`src/rtl/la_rrarb_pkg.sv`:
```
// Width helpers shared by the round-robin arbiter and its picker.
package la_rrarb_pkg;

    // Index width for N requesters, never narrower than one bit.
    function automatic int gid_width(input int n);
        return (n > 1) ? $clog2(n) : 1;
    endfunction

    // Hold-counter width for a limit of m cycles, never narrower than one bit.
    function automatic int cnt_width(input int m);
        return (m > 0) ? $clog2(m + 1) : 1;
    endfunction

endpackage

```
`src/rtl/la_rrpick.sv`:
```
// Combinational round-robin picker: first unmasked request at or after ptr, wrapping modulo N.
module la_rrpick
    import la_rrarb_pkg::*;
#(
    parameter int N = 4
) (
    input  logic [N-1:0]            req,
    input  logic [N-1:0]            mask,
    input  logic [gid_width(N)-1:0] ptr,
    output logic [N-1:0]            onehot,
    output logic [gid_width(N)-1:0] idx,
    output logic                    any
);

    localparam int GW = gid_width(N);

    logic [N-1:0] cand;
    int           j;

    assign cand = req & ~mask;

    always_comb begin
        // NOTE: every output of a combinational block gets a default before any branch, so no latch is inferred.
        onehot = '0;
        idx    = '0;
        any    = 1'b0;
        j      = 0;
        for (int k = 0; k < N; k++) begin
            j = int'(ptr) + k;
            if (j >= N) begin
                j = j - N;
            end
            if (!any && cand[j]) begin
                any       = 1'b1;
                onehot[j] = 1'b1;
                idx       = GW'(j);
            end
        end
    end

endmodule

```
`src/rtl/la_rrarb.sv`:
```
// Round-robin arbiter: grants are held until release, optionally revoked after MAXHOLD cycles.
module la_rrarb
    import la_rrarb_pkg::*;
#(
    parameter int N       = 4,
    parameter int MAXHOLD = 0,
    parameter     PROP    = "DEFAULT"
) (
    input  logic                    clk,
    input  logic                    nreset,
    input  logic                    en,
    input  logic [N-1:0]            req,
    output logic [N-1:0]            grant,
    output logic                    valid,
    output logic [gid_width(N)-1:0] gid,
    output logic                    expire
);

    localparam int              GW      = gid_width(N);
    localparam int              CW      = cnt_width(MAXHOLD);
    localparam logic [CW-1:0]   CNT_MAX = CW'(MAXHOLD);
    localparam logic [GW-1:0]   LAST    = GW'(N - 1);

    typedef enum logic {IDLE, BUSY} state_t;

    state_t        state, state_n;
    logic [GW-1:0] ptr, ptr_n, gid_n, nxt, pick_ptr, pick_idx;
    logic [CW-1:0] cnt, cnt_n;
    logic [N-1:0]  grant_n, pick_mask, pick_oh;
    logic          pick_any, expire_n, holding, limit_hit;

    // While busy the holder is masked and the scan starts just past it, so one
    // picker serves idle issue, hand-over on release and hand-over on revoke.
    assign nxt       = (gid == LAST) ? '0 : gid + 1'b1;
    assign pick_ptr  = (state == BUSY) ? nxt : ptr;
    assign pick_mask = (state == BUSY) ? grant : '0;
    assign holding   = req[gid];
    assign limit_hit = (MAXHOLD != 0) && (cnt == CNT_MAX);

    la_rrpick #(.N(N)) u_pick (
        .req    (req),
        .mask   (pick_mask),
        .ptr    (pick_ptr),
        .onehot (pick_oh),
        .idx    (pick_idx),
        .any    (pick_any)
    );

    always_comb begin
        state_n  = state;
        ptr_n    = ptr;
        cnt_n    = cnt;
        grant_n  = grant;
        gid_n    = gid;
        expire_n = 1'b0;
        case (state)
            IDLE: begin
                if (en && pick_any) begin
                    grant_n = pick_oh;
                    gid_n   = pick_idx;
                    cnt_n   = CW'(1);
                    state_n = BUSY;
                end
            end
            BUSY: begin
                if (!holding || limit_hit) begin
                    // A release wins over a coincident limit, hence expire only when still requesting.
                    ptr_n    = nxt;
                    expire_n = holding;
                    if (en && pick_any) begin
                        grant_n = pick_oh;
                        gid_n   = pick_idx;
                        cnt_n   = CW'(1);
                    end else begin
                        grant_n = '0;
                        gid_n   = '0;
                        cnt_n   = '0;
                        state_n = IDLE;
                    end
                end else if (MAXHOLD != 0) begin
                    cnt_n = cnt + 1'b1;
                end
            end
            default: state_n = IDLE;
        endcase
    end

    // NOTE: sequential state uses non-blocking assignments so every register samples pre-edge values.
    always_ff @(posedge clk or negedge nreset) begin
        if (!nreset) begin
            state  <= IDLE;
            ptr    <= '0;
            cnt    <= '0;
            grant  <= '0;
            gid    <= '0;
            expire <= 1'b0;
        end else begin
            state  <= state_n;
            ptr    <= ptr_n;
            cnt    <= cnt_n;
            grant  <= grant_n;
            gid    <= gid_n;
            expire <= expire_n;
        end
    end

    assign valid = (state == BUSY);

endmodule
```
`config.mk`:
```
export PLATFORM = sky130hd
export DESIGN_NAME = la_rrarb
export DESIGN_NICKNAME = d
export VERILOG_FILES = /design/src/rtl/la_rrarb_pkg.sv /design/src/rtl/la_rrpick.sv /design/src/rtl/la_rrarb.sv
export SDC_FILE = /design/constraint.sdc
export NUM_CORES = 1
export LEC_CHECK = 0
export CAP_MARGIN = 25
export CORE_ASPECT_RATIO = 0.75
export CORE_MARGIN = 1
export CORE_UTILIZATION = 57
export CTS_CLUSTER_SIZE = 16
export DETAILED_ROUTE_END_ITERATION = 8
export PLACE_DENSITY_LB_ADDON = 0.25
export SLEW_MARGIN = 15
export SYNTH_ARGS = -nofsm -noshare
export SYNTH_HDL_FRONTEND = slang
export SYNTH_SLANG_ARGS = --single-unit
```
`constraint.sdc`:
```
create_clock -name clk -period 5 [get_ports clk]
set_input_delay 0.5 -clock clk [delete_from_list [all_inputs] [get_ports clk]]
set_output_delay 0.5 -clock clk [all_outputs]
set_load 0.005 [all_outputs]
```
---- Word level (Yosys, flattened, before mapping) ----
Index checks and enable logic that the tools add are counted.
word-level totals
  flip-flop bits (word level) ............. 9
  input bits .............................. 7
  output and inout port bits .............. 8
  logic and storage cells ................. 100
operators by class
  add/sub/neg operators ................... 8
  order comparisons ....................... 13
  equality and inequality tests ........... 3
  muxes and demuxes ....................... 52
  bitwise operators ....................... 7
  reductions and logical operators ........ 13
operators by type and width
  cell                                                                count
  greater-or-equal comparator 32 x 1 -> 1 bit, second input constant  4
  < comparator 32 x 4 -> 1 bit, second input constant                 4
  two-way mux 32 bit                                                  4
  greater-or-equal comparator 32 x 4 -> 1 bit, second input constant  3
  subtractor 32 x 4 -> 32 bit, second input constant                  3
  two-way mux 4 bit                                                   8
  two-way mux 1 bit                                                   19
  two-way mux 2 bit                                                   9
  OR 4 bit                                                            3
  binary-select mux 1 bit (select 2 bit)                              5
  demux 1 bit (select 2 bit)                                          4
  logical AND 1 bit                                                   8
  case mux 4 bit (2 select lines)                                     1
  adder 2 x 2 -> 3 bit, second input constant                         2
  AND 4 bit                                                           1
  inequality test 2 bit, second input constant                        2
  NOT 4 bit                                                           1
  case mux 2 bit (2 select lines)                                     1
  AND reduction 2 bit                                                 2
  subtractor 2 x 3 -> 4 bit, second input constant                    1
  adder 2 x 1 -> 3 bit, second input constant                         1
  greater-or-equal comparator 2 x 3 -> 1 bit, second input constant   1
  zero test 1 bit                                                     3
  < comparator 2 x 3 -> 1 bit, second input constant                  1
  4 further kinds                                                     5

---- Logic depth before layout (Yosys ltp) ----
Gate-level depths: netlist (run 1).
  depth after elaboration ................. 22
  gate-level depth with buffers ........... 10

---- By module ----
A second synthesis (run 1) with hierarchy kept.
unflattened totals
  cell total of the unflattened synthesis .. 129
  area, all modules ....................... 1,168.6 um^2
modules (own cells, without submodules)
  module     times used  cells each  area each (um^2)  sequential area each (um^2)
  la_rrarb   1           65          636.9             225.2
  la_rrpick  1           64          531.8             0.0

---- Least setup slack after synthesis (run 1) ----
Ideal clock, no wire load.
  path kind ............................... reg-to-reg
  from .................................... register gid[0]
  to ...................................... register grant[0]
  setup time .............................. 0.126 ns
  arrival time ............................ 2.399 ns
  data required time ...................... 4.874 ns
  setup slack ............................. 2.475 ns
  cell stages (with the launch flop) ...... 9
  period minus slack after synthesis ...... 2.525 ns
  cells stage by stage .................... dfrtp_1 ha_1 nor3b_4 nor2_4 ha_1 mux4_2 a21boi_1 and4_4 a221o_1
between the ends
  word-level cells in the longest chain between the ends .. 22
  elaborated cells on any way between the ends .. 78
  classes of those cells .................. 8 x add/sub; 12 x order compare; 3 x eq/ne; 40 x mux; 3 x bitwise; 12 x reduce/logical
RTL lines
  what                                                                                  line             text
  start, declared                                                                       la_rrarb.sv:15   output logic [gid_width(N)-1:0] gid,
  start signal, assigned                                                                la_rrarb.sv:102  gid <= gid_n;
  parallel branches: the longest is 22 deep, another holds subtractor 32 x 4 -> 32 bit  --
  end signal, assigned                                                                  la_rrarb.sv:101  grant <= grant_n;
  end, declared                                                                         la_rrarb.sv:13   output logic [N-1:0] grant,
Parallel ways; which one is timed is not known. The select of a mux whose other input is x is not followed.
A chain may end at the register's enable or synchronous reset.

---- Worst setup path in the final report (run 1) ----
  from .................................... register gid[0]
  to ...................................... register grant[1]
between the ends
  word-level cells in the longest chain between the ends .. 22
  elaborated cells on any way between the ends .. 78
  classes of those cells .................. 8 x add/sub; 12 x order compare; 3 x eq/ne; 40 x mux; 3 x bitwise; 12 x reduce/logical
RTL lines
  what                                                                                  line            text
  adder 2 x 1 -> 2 bit / == test 2 bit (equally long branches)                          la_rrarb.sv:34  assign nxt = (gid == LAST) ? '0 : gid + 1'b1;
  two-way mux 2 bit *                                                                   la_rrarb.sv:34
  named net nxt[1]                                                                      la_rrarb.sv:27  logic [GW-1:0] ptr, ptr_n, gid_n, nxt, pick_ptr, pick_idx;
  two-way mux 2 bit *                                                                   la_rrarb.sv:35  assign pick_ptr = (state == BUSY) ? nxt : ptr;
  parallel branches: the longest is 19 deep, another holds subtractor 32 x 4 -> 32 bit  --
Mark *: on every way through the listed nets, which the timed path passes. The select of a mux whose other input is x is not followed.

==> results of run 1 <==
==> worst min-delay path by stage <==
stage | from | end | slack (ns) | depth (start not counted)
after global placement | ptr[0]$_DFFE_PN0P_ | ptr[0]$_DFFE_PN0P_ | 0.46 | 2
after floorplan | nreset | gid[0]$_DFFE_PN0P_ | 0.20 | 0
after CTS | ptr[0]$_DFFE_PN0P_ | ptr[0]$_DFFE_PN0P_ | 0.50 | 2
after detailed placement | ptr[0]$_DFFE_PN0P_ | ptr[0]$_DFFE_PN0P_ | 0.48 | 2
final | ptr[0]$_DFFE_PN0P_ | ptr[0]$_DFFE_PN0P_ | 0.49 | 2
after global routing | ptr[0]$_DFFE_PN0P_ | ptr[0]$_DFFE_PN0P_ | 0.52 | 2
==> kinds of logic after synthesis <==
family / Yosys count / share of synthesized area
AO/OA/AOI/OAI: 42 / 0.319
adder cells (fa/ha/maj): 8 / 0.0988
buffers and inverters: 11 / 0.0556
flip-flops: 9 / 0.222
multiplexers: 4 / 0.0778
other: 1 / 0.00370
AND/OR/NAND/NOR: 35 / 0.223
==> routing by layer <==
metal	global-route usage	wire length [um]
met4	0.0972	31
met2	0.497	1200
met5	0	0
met1	0.442	1220
met3	0.0714	205
==> through the flow <==
stage,area [sq um],util
2_1_floorplan,1010,-
3_3_place_gp,1140,0.725
3_5_place_dp,1140,0.725
4_1_cts,1170,0.741
5_1_grt,1170,0.741
6_report,1170,0.741
==> critical path, cell delays in order, from the launching register on <==
cell and delay, ns:
sky130_fd_sc_hd__dfrtp_1 0.48, sky130_fd_sc_hd__ha_1 0.42, sky130_fd_sc_hd__a21oi_2 0.38, sky130_fd_sc_hd__inv_1 0.22
sky130_fd_sc_hd__nor4_1 0.30, sky130_fd_sc_hd__a31oi_1 0.08, sky130_fd_sc_hd__and2_1 0.32, sky130_fd_sc_hd__and4_4 0.26
sky130_fd_sc_hd__a221o_1 0.36
==> area by class of cell <==
type | instances | area share
Tap cell | 21 | 0.0225
Clock buffer | 4 | 0.0225
Inverter | 7 | 0.0246
Multi-Input combinational cell | 90 | 0.626
Sequential cell | 9 | 0.193
Timing Repair Buffer | 13 | 0.111
==> layout by cell type, fill, tap and decap left out, types with 2 or more instances in the layout <==
| master | instances |
|---|---|
| sky130_fd_sc_hd__and3b_1 | 2 |
| sky130_fd_sc_hd__inv_1 | 6 |
| sky130_fd_sc_hd__o221ai_1 | 4 |
| sky130_fd_sc_hd__nor2b_1 | 3 |
| sky130_fd_sc_hd__ha_1 | 8 |
| sky130_fd_sc_hd__a21oi_1 | 2 |
| sky130_fd_sc_hd__clkbuf_4 | 3 |
| sky130_fd_sc_hd__clkdlybuf4s50_1 | 13 |
| sky130_fd_sc_hd__a21boi_0 | 3 |
| sky130_fd_sc_hd__dfrtp_1 | 9 |
| sky130_fd_sc_hd__a21bo_2 | 4 |
| sky130_fd_sc_hd__mux4_2 | 3 |
| sky130_fd_sc_hd__nand2_1 | 9 |
| sky130_fd_sc_hd__nand3_1 | 3 |
| sky130_fd_sc_hd__o21ai_0 | 7 |
| sky130_fd_sc_hd__a221o_1 | 4 |
| sky130_fd_sc_hd__o211ai_1 | 2 |
| sky130_fd_sc_hd__o21a_1 | 4 |
| sky130_fd_sc_hd__a21boi_1 | 3 |
| sky130_fd_sc_hd__and2_1 | 6 |
| sky130_fd_sc_hd__nor3b_1 | 2 |
==> where the power goes <==
part	leakage, nW	internal (W)	switching, W	total [W]
Clock	0.0150	0.0000309	0.0000276	0.0000584
Combinational	0.360	0.000310	0.000394	0.000704
Sequential	0.112	0.000104	0.0000473	0.000152
Total	0.487	0.000446	0.000469	0.000914
==> flip-flops by register name (all words and copies together), names as in the netlist <==
signal and count:
grant 4, gid 2, ptr 2, valid 1
==> metrics.log, run 1 <==
INFO  metric post_drt_wl_per_cell = 18.4 um
INFO  metric post_layout_nonfiller_instances = 144
INFO  metric cp_data_arrival_time = 3.08 ns
INFO  metric ctsLongestPathBuffers = 2
INFO  metric setup_tns = 0 ns
INFO  metric clock_latency = 0.27 ns
INFO  metric dp_hpwl = roughly 2000 um
INFO  metric rsz0062_at_grt = no
INFO  metric ant_nets = 0
INFO  metric synth-async-reset-ratio = 1.00
INFO  metric gp_congestion = approximately 0.90
INFO  metric ioPinCount = 15
INFO  metric crit_path_required_time = 5.14 ns
INFO  metric timing.slew.headroom = 0.540
INFO  metric postSynthCellCount = 110
INFO  metric drt_wl_total = 2660 um
INFO  metric yosysUniqueCellTypes = 45
INFO  metric die_x = 50.7 um
INFO  metric worst-setup-path-type = reg2reg
INFO  metric crit_fanout = 13
INFO  metric grt_pass1_wl = approximately 4300 um
INFO  metric global_route.usage.total = 0.319
INFO  metric num_vias = 987
INFO  metric setup.worst_path.start_class = flip-flop
INFO  metric multi_input_gate_area = roughly 730 sq um
INFO  metric min_period_over_period = 0.587
INFO  metric first_global_vias = roughly 880
INFO  metric cts_made_buffers = 3
INFO  metric cts-resized-gates = 0
INFO  metric synth_seq_area_share = 0.222
INFO  metric synth_area = roughly 1000 sq um
INFO  metric max-cap-violations = 0
INFO  metric critical_path.endpoint = grant[1]$_DFFE_PN0P_
INFO  metric synth.area.top_cells = sky130_fd_sc_hd__dfrtp_1 22%, sky130_fd_sc_hd__ha_1 9.9%, sky130_fd_sc_hd__mux4_2 6.7%, sky130_fd_sc_hd__a21bo_2 4.0%, sky130_fd_sc_hd__a221o_1 4.0%
INFO  metric synth-edff-count = 0
INFO  metric final_critical_path_setup_slack = between 2 and 2.5 ns
INFO  metric portBuffers = 13
INFO  metric clock-root-buffer = sky130_fd_sc_hd__clkbuf_4
INFO  metric holdCritPathClass = reg2reg
INFO  metric cts_tree = done
INFO  metric worstSetupEndpointType = flip-flop
INFO  metric finalSetupViolations = 0
INFO  metric ctsHoldBuffers = 0
INFO  metric final-hold-violation-count = 0
INFO  metric syn_nets = 125
INFO  metric fp.coreArea = 1580 sq um
INFO  metric yosysWarningCount = 0
INFO  metric syn_to_final_growth = 15.3%
INFO  metric post_synth.cell_area_avg = slightly above 9 sq um
INFO  metric timing_worst_slew_pin_value = around 0.69 ns
INFO  metric hold-worst-slack = ~0.5 ns
INFO  metric peakVddDrop = just under 0.0005 V
INFO  metric cellLeakagePower = 0.487 nW
INFO  metric post_place_setup_slack = a little under 2 ns
INFO  metric final_net_count = approximately 140
INFO  metric fill_cells = between 100 and 150
INFO  metric run_status = finished, final reports clean
INFO  metric finClkSkew = just under 0.003 ns
INFO  metric path_clk_slew = 0.06 ns
INFO  metric final_layout_size_suffix_gt1_frac = 0.138
INFO  metric grt_antenna_before_repair = 0
INFO  metric maxSlewViolCount = 0
INFO  metric dp_cells = 140
INFO  metric num_rows = 12
INFO  metric firstDrtPassIters = 4
INFO  metric start_util = 0.643
INFO  metric synthTopCellsByCount = 9 x sky130_fd_sc_hd__dfrtp_1, 9 x sky130_fd_sc_hd__nand2_1, 8 x sky130_fd_sc_hd__ha_1, 7 x sky130_fd_sc_hd__o21ai_0
INFO  metric drt_iter0_drc = 46
INFO  metric cts.repair_timing.setup_buffer_count = 0
INFO  metric ctsHtreeMaxLevel = 1
INFO  metric floorplan.die.height = ~39 um
INFO  metric final-seq-area = between 200 and 250 sq um
INFO  metric grt_overflow_total = 0
INFO  metric synth_largest_type_area_fraction = 0.222
INFO  metric via_per_inst = between 6 and 7
INFO  metric regToRegSetupSlack = 2.06 ns
INFO  metric diodes = 0
INFO  metric totalPowerFinal = ~0.0009 W
INFO  metric crit_start = gid[0]$_DFFE_PN0P_
INFO  metric ys.flop_type = sky130_fd_sc_hd__dfrtp_1
INFO  metric dieArea = between 1500 and 2000 sq um
INFO  metric cts_sinks = 9
INFO  metric detail_route.drc_violations = 0
INFO  metric crit-reg2reg-capture = grant[1]$_DFFE_PN0P_
INFO  metric synth.largest_area_cell = sky130_fd_sc_hd__dfrtp_1
INFO  metric rr_worst_depth = 8
INFO  metric cellPowerDensity = 782 nW/um^2
INFO  metric number_of_flip_flops_and_latches_in_the_synthesized_netlist = 9
INFO  metric maximum_number_of_pins_on_one_net_before_global_route_repair = 21
INFO  metric final_period_minus_worst_setup_slack = 2.94 ns
INFO  metric fmax = around 0.34 GHz
INFO  metric r2r-start = gid[0]$_DFFE_PN0P_
(Power assumes the default switching activity.)
==> run 2: changes to the inputs <==
--- a/config.mk
+++ b/config.mk
@@ -8,7 +8,7 @@
 export CAP_MARGIN = 25
 export CORE_ASPECT_RATIO = 0.75
 export CORE_MARGIN = 1
-export CORE_UTILIZATION = 57
+export CORE_UTILIZATION = 48
 export CTS_CLUSTER_SIZE = 16
 export DETAILED_ROUTE_END_ITERATION = 8
 export PLACE_DENSITY_LB_ADDON = 0.25
==> constraint.sdc (replaced) <==
create_clock -name clk -period 2.5 [get_ports clk]
set_input_delay 0.25 -clock clk [delete_from_list [all_inputs] [get_ports clk]]
set_output_delay 0.25 -clock clk [all_outputs]
set_load 0.005 [all_outputs]
==> run 2 against run 1 <==
Power rose by 130%. Design area is 13% higher. Sequential power grew 79%. Clock power is 97% higher. Wire length grew 8.2%. Count of clock-buffer cells in the layout unchanged. Via count rose by 6.7%. Highest routed layer is now met3.
==> metrics.log, run 2 (synthesis results as in run 1) <==
INFO  metric maxSlewViolCount = 0 (unchanged)
INFO  metric registers.top_by_ff_count = grant
INFO  metric drt_wl_total = 2870 um (+8.2%)
INFO  metric run_status = finished, final reports clean
INFO  metric grt_use_met3 = 0.0952 (+0.0238)
INFO  metric gr-usage-met2 = 0.359 (-0.138)
INFO  metric start_util = 0.547 (-0.0963)
INFO  metric min_period_over_period = 0.963 (+0.376)
INFO  metric rsz0062_at_grt = no
INFO  metric grt_antenna_before_repair = 0 (unchanged)
INFO  metric fmax = 0.415 GHz (+22%)
INFO  metric peakVddDrop = 0.00103 V (+110%)
INFO  metric top_regs = grant: 4 flops, gid: 2 flops, ptr: 2 flops
INFO  metric detail_route.drc_violations = 0 (unchanged)
INFO  metric groute.layer.met1.usage = 0.431 (-0.0106)
INFO  metric dp_hpwl = 2260 um (+15%)
INFO  metric cp_data_arrival_time = 2.55 ns (-0.53 ns)
INFO  metric critical_path.slowest_cell = sky130_fd_sc_hd__dfrtp_1
INFO  metric crit_fanout = 5 (-8)
INFO  metric crit_start = gid[0]$_DFFE_PN0P_
INFO  metric placedInstanceArea = 1280 sq um (+12%)
INFO  metric path_clk_slew = 0.06 ns (about the same)
INFO  metric final-hold-violation-count = 0 (unchanged)
INFO  metric final_period_minus_worst_setup_slack = 2.41 ns (-0.529 ns)
INFO  metric gp_congestion = 0.974 (+7.7%)
INFO  metric crit_path_cell_trace = ha_1, nor3b_4, nor2_4, ha_4, mux4_2, a21boi_1, and4_4, a221o_1
INFO  metric top_library_cells_by_usage_in_the_layout_fill_and_taps_aside = 16 x sky130_fd_sc_hd__buf_4, 13 x sky130_fd_sc_hd__clkdlybuf4s50_1, 9 x sky130_fd_sc_hd__nand2_1, 9 x sky130_fd_sc_hd__dfrtp_1
INFO  metric max-cap-violations = 0 (unchanged)
INFO  metric global_route.usage.total = 0.273 (-0.0461)
INFO  metric holdCritPathClass = in2async
INFO  metric ctsHtreeMaxLevel = 1 (unchanged)
INFO  metric largest_register_ff_count = 4 (unchanged)
INFO  metric setup_tns = 0 ns (unchanged)
INFO  metric cp_slowest_stage_delay = 0.38 ns (-0.10 ns)
INFO  metric diodes = 0 (unchanged)
INFO  metric num_vias = 1053 (+6.7%)
INFO  metric post_drt_wl_per_cell = 17.9 um (-3.2%)
INFO  metric post-route-cell-area = 1320 sq um (+13%)
INFO  metric cts_tree = done
INFO  metric via_per_inst = 6.54 (-4.6%)
INFO  metric ant_nets = 0 (unchanged)
INFO  metric dieArea = 2300 sq um (+18%)
INFO  metric setup.worst_path.start_class = flip-flop
INFO  metric clock_latency = 0.26 ns (about the same)
INFO  metric drt_iter0_drc = 74 (+61%)
INFO  metric worst-setup-path-type = reg2reg
INFO  metric finalSetupViolations = 0 (unchanged)
INFO  metric ioPinCount = 15 (unchanged)
INFO  metric portBuffers = 13 (unchanged)
INFO  metric finClkSkew = 0.00179 ns (-0.00112 ns)
INFO  metric cts_sinks = 9 (unchanged)
INFO  metric final_net_count = 155 (+12%)
INFO  metric cts_made_buffers = 3 (unchanged)
INFO  metric post_place_setup_slack = 0.0730 ns (-1.89 ns)
INFO  metric cellPowerDensity = 1600 nW/um^2 (+100%)
INFO  metric crit_path_required_time = 2.64 ns (-2.50 ns)
INFO  metric busiest_layer = met1
INFO  metric first_global_vias = 899 (+1.7%)
INFO  metric fp.coreArea = 1850 sq um (+18%)
INFO  metric grt_overflow_total = 0 (unchanged)
INFO  metric r2r-start = gid[0]$_DFFE_PN0P_
INFO  metric final_layout_size_suffix_gt1_frac = 0.259 (+0.121)
INFO  metric maximum_number_of_pins_on_one_net_before_global_route_repair = 12 (-43%)
INFO  metric worstSetupEndpointType = flip-flop
INFO  metric final_critical_path_setup_slack = 0.0916 ns (-1.97 ns)
INFO  metric floorplan.die.height = 41.8 um (+8.5%)
INFO  metric ctsLongestPathBuffers = 2 (unchanged)
INFO  metric mostFrequentLayoutCell = sky130_fd_sc_hd__buf_4
INFO  metric grt_pass1_wl = 4490 um (+3.5%)
INFO  metric cellLeakagePower = 0.570 nW (+17%)
INFO  metric num_rows = 13 (+1)
INFO  metric clock-root-buffer = sky130_fd_sc_hd__clkbuf_4
INFO  metric die_x = 55.1 um (+8.6%)
INFO  metric firstDrtPassIters = 4 (unchanged)
INFO  metric syn_to_final_growth = 30.4%
## run 2: cell count changes in the layout (fill, tap and decap cells not counted), sizes merged
cell	previous run	this run
buf	0	16
clkinv	0	1
inv	7	6
## run 2: repair_timing
| action | CTS | global route |
|---|---|---|
| endpoints found under the setup margin | 0 | 6 |
| setup buffers | 0 | 0 |
| endpoints found under the hold margin | 0 | 0 |
| gates resized for setup | 0 | 4 |
| hold buffers | 0 | 0 |
## run 2: through the flow
stage          std cells  utilization  power (W)  hold WS [ns]
2_1_floorplan        110            -    0.00138       -0.0456
3_3_place_gp         157        0.692    0.00190         0.459
3_5_place_dp         157        0.692    0.00194         0.465
4_1_cts              161        0.706    0.00207         0.303
5_1_grt              161        0.713    0.00226         0.332
6_report             161        0.713    0.00211         0.295
## run 2: critical path, delay by kind of cell (launching register included)
kind	cells	cell delay [ns]
DFF	1	0.38
AOI/OAI and AO/OA	2	0.51
muxes	1	0.29
and+or+nand+nor	3	0.56
adders and majority gates	2	0.55
## run 2: area by class of cell
| type | count | area (sq um) |
|---|---|---|
| well taps | 22 | 27.5 |
| fillers | 142 | 533 |
| clock buffers | 4 | 26.3 |
| multi-input cells | 90 | 761 |
| flip-flops and latches | 9 | 225 |
| repair buffers | 29 | 250 |
| inverters | 7 | 31.3 |
## run 2: final timing paths
kind / end / slack, ns / cells past startpoint
setup / recovery: grant[0]$_DFFE_PN0P_ / 0.09 / 8
hold / removal: gid[1]$_DFFE_PN0P_ / 0.30 / 1
setup reg to reg: grant[0]$_DFFE_PN0P_ / 0.09 / 8
hold reg to reg: ptr[0]$_DFFE_PN0P_ / 0.48 / 2
max in group asynchronous: grant[3]$_DFFE_PN0P_ / 1.90 / 1
min in group clk: ptr[0]$_DFFE_PN0P_ / 0.48 / 2
## run 2: per-layer routing
| metal | wire length [um] | up-vias | part of all wire |
|---|---|---|---|
| li1 | - | 483 | - |
| met5 | 0 | - | 0 |
| met2 | 1260 | 71 | 0.44 |
| met1 | 1310 | 499 | 0.46 |
| met4 | 0 | 0 | 0 |
| met3 | 304 | 0 | 0.11 |
## run 2: power breakdown
group / switching (W) / leakage [nW] / internal, W
logic: 0.000878 / 0.442 / 0.000850
clock network: 0.0000529 / 0.0150 / 0.0000616
registers: 0.0000625 / 0.112 / 0.000209
==> run 3: changes to the inputs <==
--- a/config.mk
+++ b/config.mk
@@ -9,7 +9,7 @@
 export CORE_ASPECT_RATIO = 0.75
 export CORE_MARGIN = 1
 export CORE_UTILIZATION = 48
-export CTS_CLUSTER_SIZE = 16
+export CTS_CLUSTER_SIZE = 10
 export DETAILED_ROUTE_END_ITERATION = 8
 export PLACE_DENSITY_LB_ADDON = 0.25
 export SLEW_MARGIN = 15
==> results of run 3 <==
No change in the layout: final DEF, timing and power equal those of run 2.
